**config.mk**
```make
export PLATFORM = sky130hd
export DESIGN_NAME = key_sequence_lock
export DESIGN_NICKNAME = d
export VERILOG_FILES = /design/src/rtl/keylock_pkg.sv /design/src/rtl/cycle_timer.sv /design/src/rtl/key_sequence_lock.sv
export SDC_FILE = /design/constraint.sdc
export NUM_CORES = 1
export LEC_CHECK = 0
export ABC_AREA = 1
export BUFFER_PORTS_ARGS = -buffer_cell sky130_fd_sc_hd__buf_2
export CAP_MARGIN = 20
export CORE_MARGIN = 3
export CORE_UTILIZATION = 59
export DETAILED_ROUTE_END_ITERATION = 12
export PLACE_DENSITY = 0.83
export SLEW_MARGIN = 25
export SYNTH_ARGS = -nofsm -noshare
export SYNTH_HDL_FRONTEND = slang
export SYNTH_SLANG_ARGS = --single-unit
```
**constraint.sdc**
```tcl
create_clock -name clk -period 1.9 [get_ports clk]
set_input_delay 0.38 -clock clk [delete_from_list [all_inputs] [get_ports clk]]
set_output_delay 0.38 -clock clk [all_outputs]
set_load 0.1 [all_outputs]
```
**src/rtl/keylock_pkg.sv**
```systemverilog
// Shared definitions for the key sequence lock and the push-button front end.
// Holds the controller state encoding, the key-width constants and the
// key-letter codes, so every block agrees on how keys A-L are numbered.
package keylock_pkg;

  typedef enum logic [1:0] {
    IDLE    = 2'd0,
    ENTRY   = 2'd1,
    CHECK   = 2'd2,
    LOCKOUT = 2'd3
  } state_t;

  localparam int KEY_NUM = 12;
  localparam int KEY_W   = 4;

  localparam logic [KEY_W-1:0] KEY_A = 4'd0;
  localparam logic [KEY_W-1:0] KEY_B = 4'd1;
  localparam logic [KEY_W-1:0] KEY_C = 4'd2;
  localparam logic [KEY_W-1:0] KEY_D = 4'd3;
  localparam logic [KEY_W-1:0] KEY_E = 4'd4;
  localparam logic [KEY_W-1:0] KEY_F = 4'd5;
  localparam logic [KEY_W-1:0] KEY_G = 4'd6;
  localparam logic [KEY_W-1:0] KEY_H = 4'd7;
  localparam logic [KEY_W-1:0] KEY_I = 4'd8;
  localparam logic [KEY_W-1:0] KEY_J = 4'd9;
  localparam logic [KEY_W-1:0] KEY_K = 4'd10;
  localparam logic [KEY_W-1:0] KEY_L = 4'd11;

endpackage

```
**src/rtl/cycle_timer.sv**
```systemverilog
// Loadable saturating down-counter.
// Ports:
//   clk   - system clock
//   rst_n - asynchronous active-low reset
//   load  - reload the counter with CYCLES-1
//   done  - high while the counter sits at zero
// After a load in cycle t, done rises CYCLES-1 cycles later, so a consumer
// acting on done leaves exactly CYCLES cycles after the load.
module cycle_timer #(
  parameter int unsigned CYCLES = 10
) (
  input  logic clk,
  input  logic rst_n,
  input  logic load,
  output logic done
);

  localparam int W = (CYCLES > 1) ? $clog2(CYCLES) : 1;
  localparam logic [W-1:0] LOAD_VAL = W'(CYCLES - 1);

  logic [W-1:0] cnt;

  always_ff @(posedge clk or negedge rst_n) begin
    if (!rst_n) begin
      cnt <= '0;
    end else if (load) begin
      cnt <= LOAD_VAL;
    end else if (cnt != '0) begin
      cnt <= cnt - 1'b1;
    end
  end

  assign done = (cnt == '0);

endmodule

```
**src/rtl/key_sequence_lock.sv**
```systemverilog
// Code-entry lock: collects SEQ_LEN keys, compares against code_target,
// pulses unlock/fail, counts consecutive failures and enforces a lockout.
// Ports:
//   clk, rst_n     - system clock, asynchronous active-low reset
//   key_code       - key index, 0-11 valid
//   key_valid      - one-cycle key strobe
//   clear          - abort current entry (level)
//   code_target    - target code, key i in nibble i
//   entered_keys   - entry buffer, same packing
//   entry_cnt      - keys entered so far
//   unlock, fail   - one-cycle result pulses
//   fail_cnt       - consecutive failure count
//   locked         - high during lockout
//
// state   | meaning
// IDLE    | no keys held, waiting for first key
// ENTRY   | partial entry held, timeout running
// CHECK   | one cycle, buffer compared with target
// LOCKOUT | too many failures, input ignored until timer expires
module key_sequence_lock
  import keylock_pkg::*;
#(
  parameter int SEQ_LEN        = 4,
  parameter int MAX_FAIL       = 3,
  parameter int TIMEOUT_CYCLES = 125000000,
  parameter int LOCKOUT_CYCLES = 250000000
) (
  input  logic                     clk,
  input  logic                     rst_n,
  input  logic [4:0]               key_code,
  input  logic                     key_valid,
  input  logic                     clear,
  input  logic [KEY_W*SEQ_LEN-1:0] code_target,
  output logic [KEY_W*SEQ_LEN-1:0] entered_keys,
  output logic [3:0]               entry_cnt,
  output logic                     unlock,
  output logic                     fail,
  output logic [2:0]               fail_cnt,
  output logic                     locked
);

  state_t     state, state_nxt;
  logic       key_ok, accept, last_key, code_match, hit_max;
  logic       t_done, l_done, l_load, timed_out;
  logic [2:0] fail_cnt_inc;

  // Codes 12+ are ignored entirely, including for restarting the timeout.
  assign key_ok       = key_valid && (key_code < 5'(KEY_NUM));
  assign accept       = key_ok && !clear && (state == IDLE || state == ENTRY);
  assign last_key     = (entry_cnt == 4'(SEQ_LEN - 1));
  assign code_match   = (entered_keys == code_target);
  assign fail_cnt_inc = fail_cnt + 3'd1;
  assign hit_max      = (fail_cnt_inc == 3'(MAX_FAIL));
  assign l_load       = (state == CHECK) && !code_match && hit_max;
  // A key arriving on the expiry cycle wins and restarts the timer.
  assign timed_out    = (state == ENTRY) && !accept && !clear && t_done;

  cycle_timer #(.CYCLES(TIMEOUT_CYCLES)) u_timeout (
    .clk   (clk),
    .rst_n (rst_n),
    .load  (accept),
    .done  (t_done)
  );

  cycle_timer #(.CYCLES(LOCKOUT_CYCLES)) u_lockout (
    .clk   (clk),
    .rst_n (rst_n),
    .load  (l_load),
    .done  (l_done)
  );

  always_ff @(posedge clk or negedge rst_n) begin
    if (!rst_n) begin
      state <= IDLE;
    end else begin
      state <= state_nxt;
    end
  end

  always_comb begin
    state_nxt = state;
    case (state)
      IDLE: begin
        if (accept) state_nxt = (SEQ_LEN == 1) ? CHECK : ENTRY;
      end
      ENTRY: begin
        if (clear)                  state_nxt = IDLE;
        else if (accept && last_key) state_nxt = CHECK;
        else if (timed_out)         state_nxt = IDLE;
      end
      CHECK: begin
        if (!code_match && hit_max) state_nxt = LOCKOUT;
        else                        state_nxt = IDLE;
      end
      LOCKOUT: begin
        if (l_done) state_nxt = IDLE;
      end
      default: state_nxt = IDLE;
    endcase
  end

  always_comb begin
    locked = 1'b0;
    if (state == LOCKOUT) locked = 1'b1;
  end

  always_ff @(posedge clk or negedge rst_n) begin
    if (!rst_n) begin
      entered_keys <= '0;
      entry_cnt    <= '0;
      unlock       <= 1'b0;
      fail         <= 1'b0;
      fail_cnt     <= '0;
    end else begin
      unlock <= 1'b0;
      fail   <= 1'b0;
      case (state)
        IDLE, ENTRY: begin
          if (clear || timed_out) begin
            entered_keys <= '0;
            entry_cnt    <= '0;
          end else if (accept) begin
            for (int i = 0; i < SEQ_LEN; i++) begin
              if (entry_cnt == 4'(i)) entered_keys[i*KEY_W +: KEY_W] <= key_code[KEY_W-1:0];
            end
            entry_cnt <= entry_cnt + 4'd1;
          end
        end
        CHECK: begin
          entered_keys <= '0;
          entry_cnt    <= '0;
          if (code_match) begin
            unlock   <= 1'b1;
            fail_cnt <= '0;
          end else begin
            fail     <= 1'b1;
            fail_cnt <= fail_cnt_inc;
          end
        end
        LOCKOUT: begin
          if (l_done) fail_cnt <= '0;
        end
        default: ;
      endcase
    end
  end

endmodule

```
; Word level (Yosys, flattened, before mapping)
; Index checks and enable logic that the tools add are counted.
[word_totals]
register_bits = 82
out_inout_bits = 26
[classes]
n_addsub = 4
n_lt_le_gt_ge = 1
eq_ne = 16
mux = 29
reduce_logical = 33
[ops]
columns = operator, count
row1 = two-way mux 28 bit, 2
row2 = two-way mux 27 bit, 2
row3 = two-way mux 16 bit, 2
row4 = case mux 16 bit (2 select lines), 1
row5 = logical NOT 28 bit, 1
row6 = nonzero test 28 bit, 1
row7 = subtractor 28 x 1 -> 28 bit (second input constant), 1
row8 = logical NOT 27 bit, 1
row9 = nonzero test 27 bit, 1
row10 = subtractor 27 x 1 -> 27 bit (second input constant), 1
row11 = two-way mux 4 bit, 6
row12 = equality test 16 bit, 1
row13 = != test 3 bit (second input constant), 5
row14 = AND reduction 3 bit, 5
row15 = two-way mux 2 bit, 6
row16 = logical AND 1 bit, 10
row17 = equality test 4 x 2 -> 1 bit (second input constant), 2
row18 = case mux 2 bit (4 select lines), 1
row19 = case mux 4 bit (2 select lines), 1
row20 = nonzero test 2 bit, 4
row21 = two-way mux 3 bit, 2
row22 = case mux 3 bit (2 select lines), 1
row23 = less-than comparator 5 x 4 -> 1 bit (second input constant), 1
row24 = two-way mux 1 bit, 5
row25 = other kinds (14), 20

; Longest topological paths before layout
; Gate-level depths: netlist of run 1.
[depth]
ltp_word = 12
ltp_mapped = 12
mapped_depth_nobuf = 12

; Hierarchy
; A second synthesis of run 1 with hierarchy kept.
[unflattened]
cells_unflattened = 781
area_unflattened_um2 = 5283.8
[modules_own_cells]
columns = module, instances, cells_per_inst, area_each_um2
row1 = cycle_timer at u_lockout, 1, 278, 1923.1
row2 = cycle_timer at u_timeout, 1, 260, 1710.4
row3 = key_sequence_lock, 1, 243, 1650.3

; Worst setup path after synthesis of run 1
; No wires, ideal clock.
[synth_path]
path_type = register to register
start = register fail_cnt[1]
end = register u_lockout.cnt[27]
setup_ps = 134
t_arrival_ps = 1966
t_required_ps = 1766
setup_slack_ps = -200
stages_incl_launch_ff = 9
period_less_slack_ps = 2100
path_cell_list = dfrtp_1 -> ha_1 -> xor2_1 -> inv_1 -> nand2_1 -> inv_1 -> nand3_1 -> buf_2 -> o211ai_1
[synth_via]
elab_chain_cells = 4
word_cells_on_any_way = 5
[synth_rtl]
columns = item, line
row1 = start: declaration, key_sequence_lock.sv:38  ; output logic [2:0] fail_cnt,
row2 = start signal: assignment, key_sequence_lock.sv:137  ; fail_cnt <= fail_cnt_inc;
row3 = adder 3 x 1 -> 3 bit (*), key_sequence_lock.sv:52  ; assign fail_cnt_inc = fail_cnt + 3'd1;
row4 = equality test 3 x 2 -> 1 bit (*), key_sequence_lock.sv:53  ; assign hit_max = (fail_cnt_inc == 3'(MAX_FAIL));
row5 = logical AND 1 bit (*), key_sequence_lock.sv:54  ; assign l_load = (state == CHECK) && !code_match && hit_max;
row6 = two-way mux 28 bit or nonzero test 2 bit (tied branches), n/a
row7 = end signal: assignment, cycle_timer.sv:29  ; cnt <= cnt - 1'b1;
row8 = end: declaration, cycle_timer.sv:21  ; logic [W-1:0] cnt;
; Every way passes the cells marked *; elsewhere a longest branch is shown, timed or not.
; A chain may end at the register's enable or synchronous reset.

; Final worst setup path of run 1
[layout_path]
start = register u_timeout.cnt[24]
end = register u_timeout.cnt[5]
[layout_via]
elab_chain_cells = 2
[layout_rtl]
columns = item, line
row1 = start: declaration, cycle_timer.sv:21
row2 = start signal: assignment, cycle_timer.sv:29
row3 = nonzero test 27 bit, cycle_timer.sv:28  ; end else if (cnt != '0) begin
row4 = nonzero test 2 bit (no line), n/a
; Every way passes these cells.

==> impl_metrics.yaml, run 1 <==
setup_path:
  cp_max_fo: 7
  max_stage_delay_ns: 0.40
  cp.arrival_ns: 2.07
  crit_end: "u_timeout.cnt[5]$_DFFE_PN0P_"
  crit_start: "u_timeout.cnt[24]$_DFFE_PN0P_"
  path_depth: 9
  crit_top_cell: "nor2_4"
  crit_chain: "nor2_1, nand3_1, nor2_4, inv_1, nor2_4, buf_4, inv_2, a31oi_1, o21ai_0"
  required_ns: 2.14
  crit_path_start_kind: "flip-flop"
  rrSetupSlack_ns: 0.08
  critPathKind: "flip-flop to flip-flop"
  path_delay_family: "simple AND/OR/NAND/NOR gates"
  r2r_cells: 9
  path_buf_inv: 3
  r2r-end: "u_timeout.cnt[5]$_DFFE_PN0P_"
  r2r-start: "u_timeout.cnt[24]$_DFFE_PN0P_"
  crit_path_end_kind: "flip-flop"
  slowest_stage: "dfrtp_1"
timing:
  finalSetupViolations: 0
  maxSlewViolCount: 0
  finClkSkew_ns: 0.0148
  max_freq_mhz: 548
  layout_min_cycle_time_ns: 1.82
  setup_tns_ns: 0
  fin_crit_sh: 0.960
  finalHoldViolations: 0
  grt_setup_unrepaired: "yes"
  slew_headroom: 0.675
  tightest_slew_ns: 0.491
power_and_ir_drop:
  p_total_mw: 3.21
  intPower_mw: 2.52
  swShare: 0.215
  clkPwrFrac: 0.425
  powerDensity_nw_per_um2: 554
  p_seq_frac: 0.543
  p_leak_nw: 2.91
  vdd_drop_max_mv: 0.357
  p_switching_mw: 0.688
  pwr-share-comb: 0.032
drt:
  top_layer: "met4"
  drt-total-wl_um: 12400
  first_pass_iters: 5
  dr_wl_met2_um: 6080
  vias: 4689
  viasPerCell: 5.52
  drc_errors: 0
  met3WireLength_um: 872
  wl_per_cell_um: 14.6
  wl_met1_um: 5000
  drtAntennaViolNets: 0
  drtIter0Drc: 344
cts:
  cts_sinks: 82
  cts.clk_slew.worst_paths_ns: 0.09
  h-tree-depth: 3
  cts_hold_buf: 0
  cts_buffers: 9
  cts_tree: "yes"
  cts-root-buf: "clkbuf_8"
  clockBufferDepth: 2
  clock_latency_ns: 0.36
logic_synthesis:
  synth_common_cells: "152 x nand2_1, 113 x nor2_1, 82 x dfrtp_1"
  yosysMostFrequentCell: "nand2_1"
  yosys.area.top_type_share: 0.417
  synth_mux_area_frac: 0
  syn-instance-count: 659
  ys.flop_type: "dfrtp_1"
  yosysUniqueCellTypes: 35
  synth_enable_flop_cells: 0
  synth.cell_area_um2: 4930
  synthSimpleGateAreaFrac: 0.358
  synth_top_cell_by_area: "dfrtp_1"
  synth_fa_ha_area_frac: 0.0254
  synth_compound_area_frac: 0.0612
  async_reset_ff_frac: 1.00
  synth_fp_nets: 694
  synth_top_family_by_area: "simple AND/OR/NAND/NOR gates"
  ys_seq_elements: 82
  postSynthAreaPerCell_um2: 7.47
  synth-xor-area-share: 0.0693
  ys_seq_area_frac: 0.417
  ys_top_cells_by_area: "dfrtp_1 42%, nand2_1 12%, nor2_1 8.6%"
  ys_warn_count: 0
global_routing:
  antenna_found_initial: 0
  overflow: 0
  grt_pass1_wl_um: 21000
  grt_usage: 0.267
  grt_max_degree: 83
  grt_pass1_vias: 4703
final_layout:
  diodes: 0
  nFillCells: 604
  regArea_um2: 2080
  nets: 777
  multi_input_area_um2: 2600
  layout-drive-gt1-share: 0.218
  area_growth_pct: 17.5
die:
  fp.dieH_um: 97.4
  die_area_um2: 9480
  die_x_um: 97.4
  pin_count: 51
  initial_core_util: 0.621
  num_rows: 32
  fp.coreArea_um2: 7930
job:
  max_cap_violations: 0
placement:
  port-buffer-count: 50
  place_congestion: 0.951
  dp_hpwl_um: 9050
min_path:
  hold_path.class: "input pin to async pin"
run_status:
  status: "finished, final reports clean"
==> layer usage <==
layer  up-vias  global-route usage
met2       218               0.457
met4         0               0.121
met3        45              0.0438
met1      2159               0.331
li1       2267                   -
met5         -                   0
==> how the worst min path moves through the flow <==
stage	slack (ns)	cells after the start	from	endpoint
2_1_floorplan	0.08	0	rst_n	entered_keys[0]$_DFFE_PN0P_
3_3_place_gp	0.44	2	rst_n	entered_keys[1]$_DFFE_PN0P_
3_5_place_dp	0.45	2	rst_n	entered_keys[1]$_DFFE_PN0P_
4_1_cts	0.06	2	rst_n	entered_keys[14]$_DFFE_PN0P_
5_1_grt	0.06	2	rst_n	entered_keys[1]$_DFFE_PN0P_
6_report	0.02	2	rst_n	entered_keys[1]$_DFFE_PN0P_
==> cell type report <==
class | instances | area share
multi-input cells | 491 | 0.449
flip-flops and latches | 82 | 0.359
repair buffers | 78 | 0.0821
inverters | 80 | 0.0527
clock buffers | 13 | 0.0240
well taps | 102 | 0.0220
clock inverters | 3 | 0.0112
==> repair_timing <==
action                                  4_1_cts  5_1_grt
endpoints found under the setup margin        0       40
setup buffers                                 0       10
gates resized for setup                       0       25
==> stage by stage <==
stage           util  instance area (um2)  worst slack, ns  hold WS, ns  std cells
4_1_cts        0.712                 5650           0.0614       0.0602        839
2_1_floorplan      -                 4950           0.0482       0.0844        659
3_3_place_gp   0.686                 5440            0.152        0.440        823
3_5_place_dp   0.686                 5440           0.0941        0.447        823
5_1_grt        0.730                 5790          -0.0443       0.0624        849
6_report       0.730                 5790           0.0752       0.0236        849
==> layout by cell type, fill, tap and decap left out, types with 4 or more instances in the layout <==
cell	n
nand4_1	11
ha_1	9
o211ai_1	7
buf_2	49
nand3b_1	4
nand2_1	151
nand3_1	57
clkbuf_1	4
inv_2	9
dfrtp_1	62
buf_4	28
nor3_1	16
nand2_2	5
nor2_2	17
o21ai_1	6
a21oi_1	12
o21ai_0	26
nor2_1	103
clkbuf_8	9
xnor2_1	7
nor2_4	9
xor2_1	32
inv_1	70
dfrtp_2	20
==> power by group through the flow <==
stage                     registers [mW]  clock network, mW  logic [mW]
after floorplan                     1.78                  0      0.0291
after global placement              1.78                  0       0.101
after detailed placement            1.78                  0       0.104
after CTS                           1.74               1.38       0.105
after global routing                1.74               1.45       0.117
final                               1.74               1.36       0.103
==> logic make-up (layout without fill, tap and decap cells) <==
group | Yosys count | after routing
simple gates | 387 | 387
buf+inv | 86 | 174
flops | 82 | 82
compound gates | 55 | 55
xor+xnor | 39 | 39
fa+ha+maj | 10 | 10
==> flip-flops by register name, indices dropped and copies added, names as in the netlist <==
| name | count |
|---|---|
| entry_cnt | 4 |
| state | 2 |
| entered_keys | 16 |
| unlock | 1 |
| fail_cnt | 3 |
| fail | 1 |
| u_lockout.cnt | 28 |
| u_timeout.cnt | 27 |
Power figures use the tool's default switching activity.
==> inputs of run 2 (changes only) <==
- CORE_UTILIZATION: 59 -> 38
- PLACE_DENSITY: 0.83 -> 0.59
==> impl_metrics.yaml, run 2 (synthesis results as in run 1) <==
placement:
  port-buffer-count: 50
  dpl_worst_slack_ns: 0.0660
  dp_hpwl_um: 8920
  place_congestion: 0.899
final_layout:
  final_common_cell: "nand2_1"
  largest_register_ffs: 28
  top_regs: "u_lockout.cnt x28, u_timeout.cnt x27, entered_keys x16"
  top_register: "u_lockout.cnt"
  area_growth_pct: 20.7
  fin_util: 0.481
  nets: 778
  layout_common_cells: "151 x nand2_1, 110 x nor2_1, 70 x inv_1"
  nFillCells: 1217
  layout-drive-gt1-share: 0.210
  diodes: 0
setup_path:
  cp.arrival_ns: 1.98
  critPathKind: "flip-flop to flip-flop"
  r2r-end: "u_lockout.cnt[16]$_DFFE_PN0P_"
  crit_path_end_kind: "flip-flop"
  rrSetupSlack_ns: 0.15
  required_ns: 2.13
  crit_path_start_kind: "flip-flop"
  r2r_cells: 10
  cp_max_fo: 6
  r2r-start: "u_lockout.cnt[16]$_DFFE_PN0P_"
power_and_ir_drop:
  powerDensity_nw_per_um2: 625
  p_total_mw: 3.71
  p_leak_nw: 2.96
  vdd_drop_max_mv: 0.407
cts:
  cts.clk_slew.worst_paths_ns: 0.06
  cts_sinks: 82
  cts_hold_buf: 0
  h-tree-depth: 3
  cts-root-buf: "clkbuf_16"
  cts_tree: "yes"
  clockBufferDepth: 2
  clock_latency_ns: 0.35
  cts_buffers: 9
die:
  fp.dieH_um: 120
  num_rows: 40
  pin_count: 51
  initial_core_util: 0.398
  die_x_um: 120
  fp.coreArea_um2: 12400
  die_area_um2: 14400
drt:
  wl_per_cell_um: 13.0
  drt-total-wl_um: 11900
  viasPerCell: 4.86
  first_pass_iters: 5
  drtAntennaViolNets: 0
  drc_errors: 0
  vias: 4456
  drtIter0Drc: 256
timing:
  finalSetupViolations: 0
  maxSlewViolCount: 0
  finClkSkew_ns: 0.00992
  layout_min_cycle_time_ns: 1.75
  tightest_slew_ns: 0.488
  finalHoldViolations: 0
  slew_headroom: 0.677
  final.setup.worst_slack_ns: 0.148
  fin_crit_sh: 0.922
  max_freq_mhz: 571
global_routing:
  grt_usage: 0.175
  grt_pass1_wl_um: 20400
  grt_max_degree: 83
  antenna_found_initial: 0
  grt_pass1_vias: 4331
  overflow: 0
min_path:
  hold_path.class: "input pin to async pin"
job:
  max_cap_violations: 0
run_status:
  status: "finished, final reports clean"
[run 2: changes by cell type in the layout (fill, tap and decap cells not counted), moves of 3 or more]
| cell | before | now |
|---|---|---|
| clkbuf_16 | 0 | 9 |
| nor2_2 | 17 | 13 |
| clkbuf_8 | 9 | 0 |
| nor2_1 | 103 | 110 |
| nor2_4 | 9 | 6 |
[run 2: worst max-delay path, cell delays in order (launching register included)]
cell,delay [ns]
dfrtp_1,0.41
nor2_1,0.18
nand2_1,0.12
nor2_2,0.14
nand2_1,0.13
nor2_4,0.19
buf_4,0.14
nor2_2,0.04
nand2_1,0.09
xor2_1,0.15
nor2_1,0.05
[run 2: repair_timing]
action	in CTS	in global routing
resized for setup	0	10
hold endpoints to repair	0	0
setup endpoints to repair	0	37
buffers inserted	0	8
[run 2: area by class of cell]
class                   instances  area [um2]  share of cell area
clock buffers                  11         233              0.0392
clock inverters                 5        78.8              0.0133
inverters                      80         303              0.0509
multi-input cells             491        2560               0.431
flip-flops and latches         82        2080               0.349
well taps                     168         210              0.0354
repair buffers                 79         483              0.0813
[run 2: power breakdown]
part	switching, mW	total [mW]	internal, mW
Clock	0.715	1.86	1.15
Sequential	0	1.75	1.75
Combinational	0.0676	0.103	0.0351
[run 2: layer usage]
| layer | vias up | global-route usage | part of all wire |
|---|---|---|---|
| li1 | 2274 | - | - |
| met1 | 2054 | 0.232 | 0.48 |
| met2 | 105 | 0.285 | 0.46 |
| met3 | 23 | 0.0467 | 0.045 |
| met4 | 0 | 0.0465 | 0.015 |
| met5 | - | 0 | 0 |
[run 2: worst max path at each step]
stage	startpoint	to	slack (ns)	cells past startpoint
2_1_floorplan	fail_cnt[2]$_DFFE_PN0P_	u_lockout.cnt[27]$_DFFE_PN0P_	0.05	7
3_3_place_gp	code_target[12]	u_lockout.cnt[3]$_DFFE_PN0P_	0.14	9
3_5_place_dp	u_timeout.cnt[0]$_DFFE_PN0P_	u_timeout.cnt[6]$_DFFE_PN0P_	0.07	11
4_1_cts	u_timeout.cnt[0]$_DFFE_PN0P_	u_timeout.cnt[6]$_DFFE_PN0P_	0.07	11
5_1_grt	u_timeout.cnt[6]$_DFFE_PN0P_	u_timeout.cnt[17]$_DFFE_PN0P_	-0.006	8
6_report	u_lockout.cnt[16]$_DFFE_PN0P_	u_lockout.cnt[16]$_DFFE_PN0P_	0.15	10
[run 2: stage by stage]
stage / setup TNS, ns / hold WS [ns] / cell area (um2) / instances
after floorplan: 0 / 0.0844 / 4950 / 659
after global placement: 0 / 0.449 / 5550 / 892
after detailed placement: 0 / 0.456 / 5550 / 892
after CTS: 0 / 0.0824 / 5860 / 908
after global routing: -0.00642 / 0.0982 / 5940 / 916
final: 0 / 0.0647 / 5940 / 916
==> inputs of run 3 (changes only) <==
--- a/config.mk
+++ b/config.mk
@@ -13,5 +13,5 @@
 export DETAILED_ROUTE_END_ITERATION = 12
 export PLACE_DENSITY = 0.59
-export SLEW_MARGIN = 25
+export REMOVE_ABC_BUFFERS = 1
 export SYNTH_ARGS = -nofsm -noshare
 export SYNTH_HDL_FRONTEND = slang
==> constraint.sdc (replaced) <==
create_clock -name clk -period 1.9 [get_ports clk]
set_input_delay 0.38 -clock clk [delete_from_list [all_inputs] [get_ports clk]]
set_output_delay 0.38 -clock clk [all_outputs]
set_load 0.05 [all_outputs]
==> impl_metrics.yaml, run 3 (synthesis results as in run 1) <==
setup_path:
  required_ns: 2.14
  critPathKind: "flip-flop to flip-flop"
  slowest_stage: "dfrtp_1"
  crit_start: "u_timeout.cnt[6]$_DFFE_PN0P_"
  rrSetupSlack_ns: 0.12
  max_stage_delay_ns: 0.44
  path_depth: 8
  r2r-end: "entered_keys[6]$_DFFE_PN0P_"
  crit_path_start_kind: "flip-flop"
  cp_max_fo: 8
  crit_end: "entered_keys[6]$_DFFE_PN0P_"
  r2r_cells: 8
  path_buf_inv: 0
  crit_path_end_kind: "flip-flop"
  r2r-start: "u_timeout.cnt[6]$_DFFE_PN0P_"
  cp.arrival_ns: 2.02
  crit_chain: "nor2_2, nand3_1, nor2_4, nand4_4, nand4_1, nand3_2, nand2_1, nand2_1"
  crit_top_cell: "nand2_1"
  path_delay_family: "simple AND/OR/NAND/NOR gates"
timing:
  layout_min_cycle_time_ns: 1.78
  max_freq_mhz: 562
  finalHoldViolations: 25
  fin_crit_sh: 0.936
  finClkSkew_ns: 0.00615
  finalSetupViolations: 0
  maxSlewViolCount: 0
  slew_headroom: 0.683
  tightest_slew_ns: 0.476
  final.setup.worst_slack_ns: 0.122
  holdWs_ns: -0.00640
cts:
  cts_tree: "yes"
  clock_latency_ns: 0.35
  h-tree-depth: 3
  clockBufferDepth: 2
  cts-root-buf: "clkbuf_16"
  cts_hold_buf: 0
  cts_buffers: 9
  cts_sinks: 82
  cts.clk_slew.worst_paths_ns: 0.06
die:
  num_rows: 40
  initial_core_util: 0.398
  pin_count: 51
  fp.dieH_um: 120
  die_x_um: 120
  die_area_um2: 14400
  fp.coreArea_um2: 12400
job:
  max_cap_violations: 0
final_layout:
  layout_common_cells: "152 x nand2_1, 107 x nor2_1, 82 x dfrtp_1"
  final_cell_area_um2: 5970
  largest_register_ffs: 28
  multi_input_area_um2: 2570
  diodes: 0
  top_regs: "u_lockout.cnt x28, u_timeout.cnt x27, entered_keys x16"
  area_growth_pct: 21.2
  final_common_cell: "nand2_1"
  layout-drive-gt1-share: 0.193
  nFillCells: 1201
  fin_util: 0.483
  nets: 781
  top_register: "u_lockout.cnt"
  regArea_um2: 2050
drt:
  drt-total-wl_um: 11900
  vias: 4428
  drc_errors: 0
  wl_per_cell_um: 13.0
  drtIter0Drc: 276
  viasPerCell: 4.82
  first_pass_iters: 5
  drtAntennaViolNets: 0
min_path:
  hold_path.class: "input pin to async pin"
global_routing:
  overflow: 0
  grt_pass1_vias: 4182
  grt_pass1_wl_um: 20000
  grt_usage: 0.173
  antenna_found_initial: 0
  grt_max_degree: 38
placement:
  dp_hpwl_um: 9360
  dpl_worst_slack_ns: 0.0167
  place_area_um2: 5600
  place_congestion: 0.896
  port-buffer-count: 50
power_and_ir_drop:
  powerDensity_nw_per_um2: 602
  p_leak_nw: 3.01
  vdd_drop_max_mv: 0.381
run_status:
  status: "finished, violations left"
  violations: "negative hold slack"
run 3: cell types whose count changed in the layout (fill, tap and decap cells not counted), sizes merged:
cell / change
bufinv: -1
clkbuf: -1
clkinv: +1
buf: +3
inv: +1
run 3: worst register-to-register path: cells and delay by family (launching register included):
family / cells / cell delay (ns)
flops: 1 / 0.44
simple gates: 8 / 1.23
run 3: worst min-delay path by stage:
stage                      from                      endpoint  slack, ns
final                     rst_n       fail_cnt[2]$_DFFE_PN0P_     -0.006
after global routing      rst_n  u_lockout.cnt[5]$_DFFE_PN0P_       0.03
after CTS                 rst_n              unlock$_DFF_PN0_      0.003
after detailed placement  rst_n       fail_cnt[2]$_DFFE_PN0P_       0.38
after global placement    rst_n              unlock$_DFF_PN0_       0.38
after floorplan           rst_n   entered_keys[0]$_DFFE_PN0P_       0.08
run 3: layout make-up:
| type | instances | area share |
|---|---|---|
| clock buffer | 10 | 0.0384 |
| clock inverter | 6 | 0.0111 |
| sequential | 82 | 0.344 |
| multi-input combinational | 491 | 0.430 |
| inverter | 80 | 0.0507 |
| timing repair buffer | 82 | 0.0910 |
| tap | 168 | 0.0352 |
run 3: power breakdown:
| group | switching [mW] | internal (mW) |
|---|---|---|
| combinational | 0.0679 | 0.0376 |
| sequential | 0 | 1.75 |
| clock | 0.722 | 1.02 |
run 3: what timing repair did:
action	in CTS	in global routing
endpoints found under the setup margin	0	35
setup buffers	0	5
resized for setup	0	13
run 3: routing by layer:
layer,GRT usage,vias up,share of wire
li1,-,2288,-
met1,0.248,2026,0.51
met2,0.264,103,0.43
met3,0.0353,11,0.047
met4,0.0558,0,0.014
met5,0,-,0
run 3: stage by stage:
step / total power, mW / setup TNS (ns) / cells
final: 3.60 / 0 / 919
after detailed placement: 1.89 / 0 / 898
after global placement: 1.89 / 0 / 898
after floorplan: 1.81 / -1.53 / 653
after global routing: 3.74 / -0.0463 / 919
after CTS: 3.65 / 0 / 914
